==> src/rtl/inout_face_manager_multi_pkg.sv <==
// Shared constants and types for the multi-channel photodiode face front end.
// Optional width counters are enabled by defining INOUT_FACE_WIDTH_COUNTER_EN.
package inout_face_manager_multi_pkg;

  localparam int DEF_CHANNELS      = 3;
  localparam int MIN_SYNC_STAGES   = 2;
  localparam int DEF_GLITCH_CYCLES = 4;
  localparam int DEF_WIDTH_W       = 16;

  // Filter counter must hold 0..GLITCH_CYCLES-1; never narrower than one bit.
  function automatic int filt_cnt_w(input int glitch_cycles);
    return (glitch_cycles < 1) ? 1 : $clog2(glitch_cycles + 1);
  endfunction

  localparam int DEF_FILT_CNT_W = filt_cnt_w(DEF_GLITCH_CYCLES);

  typedef struct packed {
    logic e_in;
    logic e_rise;
    logic e_fall;
  } env_status_t;

endpackage

==> src/rtl/inout_face_manager_multi_channel.sv <==
// One sensor channel: both-edge data sampler, envelope sync + glitch filter,
// edge strobes and (with INOUT_FACE_WIDTH_COUNTER_EN) an envelope pulse-width counter.
module inout_face_channel
  import inout_face_manager_multi_pkg::*;
#(
  parameter int SYNC_STAGES   = MIN_SYNC_STAGES,
  parameter int GLITCH_CYCLES = DEF_GLITCH_CYCLES,
  parameter int WIDTH_W       = DEF_WIDTH_W
) (
  input  logic               clk_i,
  input  logic               reset_n_i,
  input  logic               data_i,
  input  logic               env_i,
  input  logic               en_i,
  output logic [1:0]         pair_o,
  output env_status_t        status_o,
  output logic [WIDTH_W-1:0] width_o,
  output logic               width_valid_o
);

  // The posedge capture flop counts as the first of the SYNC_STAGES.
  localparam int PAIR_STAGES = SYNC_STAGES - 1;
  localparam int CNT_W       = filt_cnt_w(GLITCH_CYCLES);

  logic                        rise0_q;
  logic                        fall0_q;
  logic [PAIR_STAGES-1:0][1:0] pair_q;

  // NOTE: sequential state always uses non-blocking assignments so every flop
  // samples the pre-edge value of its neighbours, independent of block order.
  always_ff @(posedge clk_i) begin
    if (!reset_n_i || !en_i) begin
      rise0_q <= 1'b0;
    end else begin
      rise0_q <= data_i;
    end
  end

  // Reset and enable are only ever changed away from the falling edge, so this
  // flop sees the same values the preceding posedge did.
  always_ff @(negedge clk_i) begin
    if (!reset_n_i || !en_i) begin
      fall0_q <= 1'b0;
    end else begin
      fall0_q <= data_i;
    end
  end

  // NOTE: the shift chain is a flop array, not a RAM, so clearing every entry
  // on reset is cheap and guarantees d_in never shows stale pin data.
  always_ff @(posedge clk_i) begin
    if (!reset_n_i || !en_i) begin
      pair_q <= '0;
    end else begin
      pair_q[0] <= {fall0_q, rise0_q};
      for (int s = 1; s < PAIR_STAGES; s++) begin
        pair_q[s] <= pair_q[s-1];
      end
    end
  end

  assign pair_o = pair_q[PAIR_STAGES-1];

  logic [SYNC_STAGES-1:0] env_sync_q;
  logic                   env_s;

  always_ff @(posedge clk_i) begin
    if (!reset_n_i) begin
      env_sync_q <= '0;
    end else begin
      env_sync_q <= {env_sync_q[SYNC_STAGES-2:0], env_i};
    end
  end

  assign env_s = env_sync_q[SYNC_STAGES-1];

  logic             e_q, e_d;
  logic [CNT_W-1:0] cnt_q, cnt_d;
  logic             rise_q, rise_d;
  logic             fall_q, fall_d;

  // NOTE: every signal driven here gets a default first; a path that left one
  // unassigned would infer a latch.
  always_comb begin
    e_d   = e_q;
    cnt_d = '0;
    if (GLITCH_CYCLES == 0) begin
      e_d = env_s;
    end else if (env_s != e_q) begin
      if (cnt_q == CNT_W'(GLITCH_CYCLES - 1)) begin
        e_d = env_s;
      end else begin
        cnt_d = cnt_q + 1'b1;
      end
    end
    if (!en_i) begin
      e_d   = 1'b0;
      cnt_d = '0;
    end
    // Forced clears on disable must not look like a falling envelope.
    rise_d = en_i &  e_d & ~e_q;
    fall_d = en_i & ~e_d &  e_q;
  end

  always_ff @(posedge clk_i) begin
    if (!reset_n_i) begin
      e_q    <= 1'b0;
      cnt_q  <= '0;
      rise_q <= 1'b0;
      fall_q <= 1'b0;
    end else begin
      e_q    <= e_d;
      cnt_q  <= cnt_d;
      rise_q <= rise_d;
      fall_q <= fall_d;
    end
  end

  assign status_o = '{e_in: e_q, e_rise: rise_q, e_fall: fall_q};

`ifdef INOUT_FACE_WIDTH_COUNTER_EN
  localparam logic [WIDTH_W-1:0] WIDTH_MAX = '1;

  logic [WIDTH_W-1:0] wcnt_q, wcnt_d;
  logic [WIDTH_W-1:0] width_q, width_d;
  logic               wvalid_q, wvalid_d;

  always_comb begin
    wcnt_d   = wcnt_q;
    width_d  = width_q;
    wvalid_d = 1'b0;
    if (rise_d) begin
      wcnt_d = WIDTH_W'(1);
    end else if (e_q && e_d && wcnt_q != WIDTH_MAX) begin
      wcnt_d = wcnt_q + 1'b1;
    end
    // The count covers cycles already spent high, so the fall reports it as is.
    if (fall_d) begin
      width_d  = wcnt_q;
      wvalid_d = 1'b1;
    end
    if (!en_i) begin
      wcnt_d = '0;
    end
  end

  always_ff @(posedge clk_i) begin
    if (!reset_n_i) begin
      wcnt_q   <= '0;
      width_q  <= '0;
      wvalid_q <= 1'b0;
    end else begin
      wcnt_q   <= wcnt_d;
      width_q  <= width_d;
      wvalid_q <= wvalid_d;
    end
  end

  assign width_o       = width_q;
  assign width_valid_o = wvalid_q;
`else
  assign width_o       = '0;
  assign width_valid_o = 1'b0;
`endif

endmodule

==> src/rtl/inout_face_manager_multi.sv <==
// Photodiode face front end: CHANNELS independent inout_face_channel instances
// packed onto flat buses. Width outputs are live only with INOUT_FACE_WIDTH_COUNTER_EN.
module inout_face_manager_multi
  import inout_face_manager_multi_pkg::*;
#(
  parameter int CHANNELS      = DEF_CHANNELS,
  parameter int SYNC_STAGES   = MIN_SYNC_STAGES,
  parameter int GLITCH_CYCLES = DEF_GLITCH_CYCLES,
  parameter int WIDTH_W       = DEF_WIDTH_W
) (
  input  logic                        clk_96MHz,
  input  logic                        reset_n,
  input  logic [CHANNELS-1:0]         data_wire,
  input  logic [CHANNELS-1:0]         envelop_wire,
  input  logic [CHANNELS-1:0]         channel_en,
  output logic [2*CHANNELS-1:0]       d_in,
  output logic [CHANNELS-1:0]         e_in,
  output logic [CHANNELS-1:0]         e_rise,
  output logic [CHANNELS-1:0]         e_fall,
  output logic [CHANNELS*WIDTH_W-1:0] e_width,
  output logic [CHANNELS-1:0]         e_width_valid
);

  for (genvar i = 0; i < CHANNELS; i++) begin : g_ch
    env_status_t status;

    inout_face_channel #(
      .SYNC_STAGES  (SYNC_STAGES),
      .GLITCH_CYCLES(GLITCH_CYCLES),
      .WIDTH_W      (WIDTH_W)
    ) u_channel (
      .clk_i        (clk_96MHz),
      .reset_n_i    (reset_n),
      .data_i       (data_wire[i]),
      .env_i        (envelop_wire[i]),
      .en_i         (channel_en[i]),
      .pair_o       (d_in[2*i +: 2]),
      .status_o     (status),
      .width_o      (e_width[i*WIDTH_W +: WIDTH_W]),
      .width_valid_o(e_width_valid[i])
    );

    assign e_in[i]   = status.e_in;
    assign e_rise[i] = status.e_rise;
    assign e_fall[i] = status.e_fall;
  end

endmodule

==> config.mk <==
export PLATFORM = sky130hd
export DESIGN_NAME = inout_face_manager_multi
export DESIGN_NICKNAME = d
export VERILOG_FILES = /design/src/rtl/inout_face_manager_multi_pkg.sv /design/src/rtl/inout_face_manager_multi_channel.sv /design/src/rtl/inout_face_manager_multi.sv
export SDC_FILE = /design/constraint.sdc
export NUM_CORES = 1
export LEC_CHECK = 0
export CAP_MARGIN = 10
export CORE_UTILIZATION = 25
export CTS_CLUSTER_DIAMETER = 60
export CTS_CLUSTER_SIZE = 28
export DETAILED_ROUTE_END_ITERATION = 10
export PLACE_DENSITY = 0.61
export SETUP_SLACK_MARGIN = 0.4
export SLEW_MARGIN = 20
export SYNTH_ARGS = -nofsm -noshare
export SYNTH_HDL_FRONTEND = slang
export SYNTH_SLANG_ARGS = --single-unit
==> constraint.sdc <==
create_clock -name clk_96MHz -period 1.1 [get_ports clk_96MHz]
set_input_delay 0.22 -clock clk_96MHz [delete_from_list [all_inputs] [get_ports clk_96MHz]]
set_output_delay 0.22 -clock clk_96MHz [all_outputs]
set_load 0.005 [all_outputs]
# After elaboration in Yosys (flattened, before gate mapping)
# Cells that the tools add are included.
[word_totals]
mem_bits_ro = 0
mem_count = 0
elab_cells = 80
mem_bits_rw = 0
latch_bits = 0
out_inout_bits = 66
register_bits = 36
[classes]
add_sub_neg = 3
mul = 0
n_eq_ne = 6
n_lt_le_gt_ge = 0
bitwise_logic = 25
reduce_logical = 10
n_shift = 0
mux = 12
div = 0
[op_table]
columns = ["cell", "count"]
rows = [
  ["$not A1 Y1", 13],
  ["$and A1 B1 Y1", 12],
  ["$mux W1", 12],
  ["$reduce_or A4 Y1", 3],
  ["$add A3 B1 Y3 const B", 3],
  ["$eq A3 B2 Y1 const B", 3],
  ["$logic_not A1 Y1", 4],
  ["$logic_or A1 B1 Y1", 3],
  ["$ne A1 B1 Y1", 3],
]

# Longest topological paths before layout
# Gate-level depths: netlist (run 1).
[depth]
ltp_word = 7
mapped_depth = 4
ltp_nobuf = 4

# Modules after synthesis
# From an unflattened synthesis (run 1), not the netlist that was laid out.
[hier_totals]
cells_unflattened = 156
hier_area_um2 = 1595.3
[by_module_without_submodules]
columns = ["mod", "area_per_inst_um2", "cells_per_inst", "instances"]
rows = [
  ["inout_face_channel", 531.8, 52, 3],
]

==> results of run 1 <==
==> Yosys cell counts <==
master and n:
clkbuf_1 1, nand3_1 3, nor2_1 3, xnor2_1 3, nand2_1 1, dfxtp_1 36
and3_1 9, nor3b_1 6, conb_1 1, ha_1 6, mux2i_1 3, buf_4 60
buf_6 1, inv_1 4, nor4b_2 3, and2_1 6, nand2_4 2, nor4_1 6
==> final cells by class <==
cell class,count,area [sq um]
Clock buffer,5,68.8
Clock inverter,6,76.3
Fill cell,588,3890
Inverter,3,11.3
Multi-Input combinational cell,102,870
Sequential cell,36,741
Tap cell,75,93.8
Timing Repair Buffer,39,307
==> sequential cells by signal, indices dropped and copies added (netlist names) <==
| name | count |
|---|---|
| g_ch.u_channel.cnt_q | 9 |
| g_ch.u_channel.env_sync_q | 6 |
| g_ch.u_channel.pair_o | 6 |
| g_ch.u_channel.e_q | 3 |
| g_ch.u_channel.fall0_q | 3 |
| g_ch.u_channel.fall_q | 3 |
| g_ch.u_channel.rise0_q | 3 |
| g_ch.u_channel.rise_q | 3 |
==> metal layers <==
metal / GRT usage [%] / vias to the layer above
met5: 0 / -
met4: 3.68 / 0
met3: 3.08 / 5
met2: 11.7 / 52
met1: 8.16 / 446
li1: - / 464
==> worst paths after layout <==
path                                                   endpoint  cells after the start  slack, ns
worst max register to register      g_ch[2].u_channel.pair_o[1]                      1      -0.06
worst max-delay path                g_ch[2].u_channel.pair_o[1]                      1      -0.06
worst min register to register  g_ch[0].u_channel.env_sync_q[1]                      1       0.43
worst min-delay path                  g_ch[0].u_channel.rise0_q                      2       0.20
==> where the power goes <==
part | internal, W | total [W] | switching, W
sequential | 0.00133 | 0.00134 | 0.0000152
combinational | 0.0000916 | 0.000192 | 0.000101
clock | 0.000915 | 0.00140 | 0.000482
total | 0.00233 | 0.00293 | 0.000598
==> layout by cell type (no fill, tap or decap), types with 2 or more instances in the layout <==
| cell | netlist | routed |
|---|---|---|
| buf_6 | 1 | 9 |
| nor2_1 | 3 | 3 |
| nor3b_2 | 0 | 6 |
| xnor2_4 | 0 | 3 |
| nand3_4 | 0 | 2 |
| and3_4 | 0 | 3 |
| buf_4 | 60 | 12 |
| buf_2 | 0 | 13 |
| nand2_4 | 2 | 2 |
| clkbuf_8 | 0 | 5 |
| bufinv_16 | 0 | 2 |
| inv_1 | 4 | 6 |
| nor4b_2 | 3 | 2 |
| dfxtp_2 | 0 | 13 |
| nor4_2 | 0 | 2 |
| mux2i_1 | 3 | 3 |
| dfxtp_1 | 36 | 22 |
| ha_4 | 0 | 6 |
| and2_1 | 6 | 6 |
| nor4_4 | 0 | 3 |
| conb_1 | 1 | 51 |
| clkdlybuf4s50_1 | 0 | 3 |
| and3_1 | 9 | 6 |
==> through the flow <==
stage                     utilization, %  hold slack (ns)  power (W)
after detailed placement            31.1            0.422    0.00156
after global routing                35.8            0.192    0.00306
final                               35.8            0.196    0.00293
after global placement              31.1            0.417    0.00156
after CTS                           34.2            0.192    0.00295
after floorplan                        -            0.347    0.00161
==> cells by family (layout without fill, tap and decap cells) <==
kind of cell	Yosys count	count (layout)
buf+inv	66	53
simple gates	39	39
flops	36	36
fa+ha+maj	6	6
xor+xnor	3	3
mux	3	3
other cells	1	51
==> repair_timing <==
item                       CTS  global route
setup buffers                1             1
pin swaps                    8             3
setup endpoints to repair   51            39
gates resized for setup    108            17
==> run metrics, run 1 <==
setup_tns=-0.0992 ns; startpoint types=flip-flop; Crit path arrival time=around 1.3 ns; cell chain of the critical path=and3_1; setup slack at placement=-0.559 ns; Met1 Wirelength=around 950 um; die area=between 0.006 and 0.007 sq mm; DP HPWL=between 1.5 and 2 mm; final setup violation count=3; Avg WL per Cell=roughly 9.0 um; Placed Cells=around 250; TritonCTS clock tree=built; share of layout cells above drive strength 1=between 40% and 50%; Static Leak=roughly 0.92 nW; die height=a little over 80 um; I/O pin total=between 70 and 80; largest family of logic cells by synthesized area=buffers and inverters; clock buffer depth=2; 1st-iter DRT viols=8; peak supply drop=around 0.72 mV; die width=between 80 and 90 um; Slowest cell on crit path=dfxtp_1; RSZ-0062 raised after global routing=yes; CP delay by family, top=flip-flops; Overflow after GRT=0; Rows=28; r2r startpoint=g_ch[2].u_channel.fall0_q; Final Net Count=around 210; TritonRoute pass-1 iters=4; crit end category=flip-flop; Total GRT Usage=7.25%; hold_sp=data_wire[0]; outcome=finished, violations left; post-synthesis xor/xnor area fraction=between 1.5 and 2%; sequential-to-total area share from yosys stat=44.8%; Num CTS Buffers=5; violated checks=negative setup slack; post-route cell area=roughly 0.0022 sq mm; max capacitance violation total=0; P per Cell Area=1350 mW/mm^2; global-route wire length before repair=around 3.6 mm; Synth top area share=about 45%; CP startpoint=g_ch[2].u_channel.fall0_q; synth top area cells=dfxtp_1, buf_4, ha_1; GPL Wtd Cong=0.658; Hold Buf Count CTS=0; clock-pin slew on the worst setup and hold paths=~0.070 ns; syn avg cell area=approximately 10 sq um; Clock Skew=just under 0.06 ns; final-report max-slew violation count=0; Worst Path Buf+Inv=0; I/O Buffers=25; CTS sink cnt=36; multiplexer area fraction after synthesis=about 1.9%; area delta synth->final=34.6%; met2 wire len=around 1.2 mm; Routed WL=2.40 mm; distinct cell type count after synthesis=18; Core ar.=0.00606 sq mm; initial antenna violation count=0; Fin. Hold Viols=0; antenna-violating nets left=0; post-synth top area cell=dfxtp_1; Mapped Cells=154; Crit Path Category=reg -> reg; met3 wire length=~240 um; drt drc=0; Critical Path Max Stage Delay=0.29 ns; Simple-Gate Fraction of Synth Area=17.0%; complex-gate fraction of the synthesized area=0%; Yosys reg bits=36; vias in the first global route=about 800; worst skew pair latency=0.34 ns; CTS H-Tree Depth=2; setup ws final=-0.0569 ns; via/cell ratio=3.64; DR top layer=met4; Final Non-Filler Cells=between 200 and 300; CP required=1.27 ns; adder-cell share of the synthesized area=between 4 and 5%; Via Count=between 900 and 1000; ANT cells=0; clk root buf=clkbuf_8; placed inst area=around 0.0019 sq mm; Mapped Area=approximately 0.0016 sq mm; Initial Util=around a quarter; Synthesis Warnings=0; largest net degree at the start of global routing=12; CP max FO=1; Worst Hold Class=in -> reg
Power figures use the tool's default switching activity.
==> inputs of run 2 (changes only) <==
Settings changed: CELL_PAD_IN_SITES_DETAIL_PLACEMENT from default to 1, CELL_PAD_IN_SITES_GLOBAL_PLACEMENT from default to 1, CORE_MARGIN from default to 1.5, PLACE_DENSITY 0.61 to 0.76, TNS_END_PERCENT from default to 30.
==> run metrics, run 2 (synthesis results as in run 1) <==
TritonCTS clock tree=built; CTS sink cnt=36 (unchanged); vias in the first global route=893 (+12%); most flop-heavy register=g_ch.u_channel.cnt_q; Crit Path Category=reg -> reg; Crit path arrival time=1.31 ns (-0.02 ns); final setup violation count=3 (unchanged); startpoint types=flip-flop; global-route wire length before repair=4.17 mm (+17%); Core ar.=0.00628 sq mm (+3.6%); clock buffer depth=2 (unchanged); Final Non-Filler Cells=267 (+0.38%); CP required=1.27 ns (about the same); setup ws final=-0.0397 ns (+0.0172 ns); Rows=29 (+3.6%); Initial Util=25.7% (-0.92 points); DP HPWL=1.99 mm (+19%); CP max FO=1 (unchanged); reg2reg setup slack=-0.04 ns (+0.02 ns); die width=83.3 um (+1.2%); Critical Path Max Stage Delay=0.28 ns (about the same); clk root buf=clkbuf_8; outcome=finished, violations left; most common cell after layout, fill and taps aside=conb_1; ANT cells=0 (unchanged); Routed WL=2.89 mm (+20%); Fin. Hold Viols=0 (unchanged); via/cell ratio=3.60 (-1.1%); GPL Wtd Cong=0.698 (+6.0%); clock-pin slew on the worst setup and hold paths=0.07 ns (about the same); final-report max-slew violation count=0 (unchanged); RSZ-0062 raised after global routing=yes; violated checks=negative setup slack; TritonRoute pass-1 iters=4 (unchanged); P per Cell Area=1190 mW/mm^2 (-12%); I/O Buffers=25 (unchanged); worst skew pair latency=0.34 ns (about the same); Avg WL per Cell=10.8 um (+20%); 1st-iter DRT viols=35 (+27); cell chain of the critical path=and3_1; crit end category=flip-flop; Final Net Count=206 (-0.48%); max reg flops=9 (unchanged); I/O pin total=77 (unchanged); peak supply drop=0.606 mV (-15%); Overflow after GRT=0 (unchanged); Num CTS Buffers=5 (unchanged); commonest non-fill, non-tap cells in the layout=conb_1, dfxtp_1, buf_2; antenna-violating nets left=0 (unchanged); area delta synth->final=30.0%; die height=83.3 um (+1.2%); Static Leak=0.892 nW (-2.8%); CTS H-Tree Depth=2 (unchanged); Slowest cell on crit path=dfxtp_1; total power=0.00250 W (-15%); Worst Hold Class=in -> reg; drt drc=0 (unchanged); CP delay by family, top=flip-flops; initial antenna violation count=0 (unchanged); largest net degree at the start of global routing=12 (unchanged); Clock Skew=0.0598 ns (+0.000822 ns); Worst Path Buf+Inv=0 (unchanged); share of layout cells above drive strength 1=44.7% (-1.9 points); Total GRT Usage=7.80% (+0.55 points); max capacitance violation total=0 (unchanged); Via Count=960 (-0.72%); die area=0.00693 sq mm (+2.4%); Placed Cells=254 (unchanged)
==> run 2: final cells by class <==
type	instances	area (sq um)
Fill cell	718	4180
Clock buffer	7	86.3
Timing Repair Buffer	38	299
Multi-Input combinational cell	102	846
Tap cell	77	96.3
Sequential cell	36	739
Inverter	3	11.3
Clock inverter	4	15.0
==> run 2: metal layers <==
metal / wire length (um) / track usage (%) / vias up / part of all wire [%]
met5: 0 / 0 / - / 0
met4: 42 / 4.09 / 0 / 1.5
met3: 246 / 2.88 / 4 / 8.5
met2: 1430 / 12.4 / 53 / 49
met1: 1170 / 9.14 / 444 / 41
li1: - / - / 459 / -
==> run 2: path summary, 6_finish.rpt <==
check / start / endpoint / cells after the start
worst max-delay path: g_ch[1].u_channel.fall0_q / g_ch[1].u_channel.pair_o[1] / 1
worst min-delay path: channel_en[0] / g_ch[0].u_channel.rise0_q / 2
worst max register to register: g_ch[1].u_channel.fall0_q / g_ch[1].u_channel.pair_o[1] / 1
worst min register to register: g_ch[1].u_channel.env_sync_q[0] / g_ch[1].u_channel.env_sync_q[1] / 1
==> run 2: report_power, final <==
group          internal (W)  switching (W)
registers           0.00133      0.0000142
clock network      0.000516       0.000455
logic             0.0000845       0.000104
total               0.00193       0.000573
==> run 2: what timing repair did <==
action                                  in CTS  in global routing
resized for setup                          115                 25
endpoints found under the setup margin      51                 39
hold buffers                                 0                  0
buffers inserted                             0                  3
pin swaps                                   25                 17
==> run 2: metrics by stage <==
step | cell area [sq um] | setup slack (ns) | utilization [%] | TNS, ns | hold WS (ns)
after CTS | 1930 | -0.0414 | 30.7 | -0.0744 | 0.214
after floorplan | 1860 | -0.0446 | - | -0.124 | 0.347
after global routing | 2090 | -0.0517 | 33.3 | -0.207 | 0.197
after detailed placement | 1800 | -0.578 | 28.6 | -9.02 | 0.424
final | 2090 | -0.0397 | 33.3 | -0.0718 | 0.205
after global placement | 1800 | -0.558 | 28.6 | -8.40 | 0.416
==> inputs of run 3 (changes only) <==
--- a/config.mk
+++ b/config.mk
@@ -12,2 +12,3 @@
 export CORE_UTILIZATION = 25
+export CTS_BUF_LIST = sky130_fd_sc_hd__clkbuf_4 sky130_fd_sc_hd__clkbuf_8
 export CTS_CLUSTER_DIAMETER = 60
--- a/constraint.sdc
+++ b/constraint.sdc
@@ -3,2 +3,2 @@
 set_output_delay 0.22 -clock clk_96MHz [all_outputs]
-set_load 0.005 [all_outputs]
+set_load 0.02 [all_outputs]
==> run metrics, run 3 (synthesis results as in run 1) <==
Worst Path Buf+Inv=0 (unchanged); Static Leak=0.897 nW (+0.64%); Overflow after GRT=0 (unchanged); Fin. Hold Viols=0 (unchanged); DP HPWL=1.99 mm (unchanged); hold_sp=channel_en[0]; Core ar.=0.00628 sq mm (unchanged); max reg flops=9 (unchanged); area delta synth->final=34.3%; Placed Cells=254 (unchanged); max capacitance violation total=0 (unchanged); CTS H-Tree Depth=2 (unchanged); TritonCTS clock tree=built; TritonRoute pass-1 iters=2 (-2); die height=83.3 um (unchanged); Clk pwr share=38.0% (-0.8 points); P per Cell Area=1230 mW/mm^2 (+2.6%); Routed WL=2.84 mm (-1.9%); final setup violation count=3 (unchanged); CP max FO=1 (unchanged); outcome=finished, violations left; crit end category=flip-flop; internal cell power=0.00195 W (+1.3%); sw frac=26.3% (+3.4 points); Net Sw Power=0.000698 W (+22%); Initial Util=25.7% (unchanged); most common cell after layout, fill and taps aside=conb_1; CP delay by family, top=flip-flops; peak supply drop=0.626 mV (+3.3%); Rows=29 (unchanged); final-report max-slew violation count=0 (unchanged); r2r startpoint=g_ch[1].u_channel.fall0_q; Num CTS Buffers=5 (unchanged); sequential share of power=50.7% (-3.0 points); Worst Hold Class=in -> reg; commonest non-fill, non-tap cells in the layout=conb_1, dfxtp_2, buf_6; Crit path arrival time=1.32 ns (about the same); initial antenna violation count=0 (unchanged); global-route wire length before repair=4.25 mm (+2.0%); CP required=1.27 ns (about the same); Via Count=957 (-0.31%); Layout Utilization=34.5% (+1.1 points); worst skew pair latency=0.35 ns (about the same); I/O pin total=77 (unchanged); Slowest cell on crit path=dfxtp_1; I/O Buffers=25 (unchanged); largest net degree at the start of global routing=12 (unchanged); Final Non-Filler Cells=266 (-0.37%); drt drc=0 (unchanged); RSZ-0062 raised after global routing=yes; 1st-iter DRT viols=14 (-60%); die area=0.00693 sq mm (unchanged); violated checks=negative setup slack; die width=83.3 um (unchanged); Hold Crit Depth=2 (unchanged); share of layout cells above drive strength 1=48.7% (+3.9 points); startpoint types=flip-flop; vias in the first global route=895 (+0.22%); reg2reg setup slack=-0.05 ns (about the same); Hold Buf Count CTS=0 (unchanged); antenna-violating nets left=0 (unchanged); Avg WL per Cell=10.7 um (-1.5%); WHS Endpoint=g_ch[0].u_channel.rise0_q; Crit Path Category=reg -> reg; Total GRT Usage=7.91% (+0.11 points); Clock Skew=0.0699 ns (+0.0101 ns); Final Net Count=205 (-0.49%); CTS sink cnt=36 (unchanged); Critical Path Max Stage Delay=0.29 ns (about the same); combinational share of power=11.3% (+3.8 points); most flop-heavy register=g_ch.u_channel.cnt_q; Worst R2R End=g_ch[1].u_channel.pair_o[1]; clock-pin slew on the worst setup and hold paths=0.07 ns (about the same); ANT cells=0 (unchanged); via/cell ratio=3.60 (about the same); Reg2Reg Depth=1 (unchanged); GPL Wtd Cong=0.698 (unchanged); clock buffer depth=2 (unchanged); setup ws final=-0.0531 ns (-0.0134 ns); cell chain of the critical path=and3_1; clk root buf=clkbuf_8
[run 3: changes by cell type in the layout (fill, tap and decap cells not counted), sizes merged]
cell | before | now
dlygate4sd2 | 1 | 0
[run 3: timing repair]
item / in CTS / in global routing
gates cloned: 0 / 0
endpoints found under the hold margin: 0 / 0
pin swaps: 23 / 14
endpoints found under the setup margin: 51 / 39
gates resized for setup: 162 / 15
setup buffers: 0 / 2
[run 3: how the worst max path moves through the flow]
stage,start,endpoint,depth (start not counted)
after floorplan,reset_n,g_ch[1].u_channel.fall0_q,2
after global placement,reset_n,g_ch[1].u_channel.fall0_q,2
after detailed placement,reset_n,g_ch[1].u_channel.fall0_q,2
after CTS,g_ch[0].u_channel.fall0_q,g_ch[0].u_channel.pair_o[1],1
after global routing,g_ch[0].u_channel.fall0_q,g_ch[0].u_channel.pair_o[1],1
final,g_ch[1].u_channel.fall0_q,g_ch[1].u_channel.pair_o[1],1
[run 3: power by group through the flow]
stage / clock network (W) / registers, W / logic (W)
floorplan: 0.0000227 / 0.00137 / 0.000343
global placement: 0.0000227 / 0.00137 / 0.000277
detailed placement: 0.0000227 / 0.00137 / 0.000279
CTS: 0.00103 / 0.00135 / 0.000284
global route: 0.00111 / 0.00135 / 0.000319
finish: 0.00101 / 0.00134 / 0.000299
[run 3: stage by stage]
| stage | hold slack, ns | setup TNS, ns | total power (W) | area (sq um) | worst slack, ns |
|---|---|---|---|---|---|
| detailed placement | 0.424 | -9.24 | 0.00167 | 1800 | -0.578 |
| floorplan | 0.347 | -0.124 | 0.00173 | 1860 | -0.0446 |
| global placement | 0.416 | -8.55 | 0.00167 | 1800 | -0.558 |
| global route | 0.202 | -0.233 | 0.00278 | 2160 | -0.0836 |
| CTS | 0.209 | -0.108 | 0.00266 | 2070 | -0.0448 |
| finish | 0.207 | -0.117 | 0.00265 | 2160 | -0.0531 |
[run 3: routing by layer]
metal	GRT usage, %	vias to the layer above	routed length, um
met5	0	-	0
met4	4.09	0	53
met3	2.88	7	228
met2	12.2	53	1430
met1	9.64	438	1120
li1	-	459	-
[run 3: layout make-up]
class | count | area (sq um)
clock buffer | 7 | 90.1
clock inverter | 4 | 15.0
inverter | 3 | 11.3
timing repair buffer | 37 | 363
multi-input combinational | 102 | 838
fill | 714 | 4110
sequential | 36 | 749
tap | 77 | 96.3
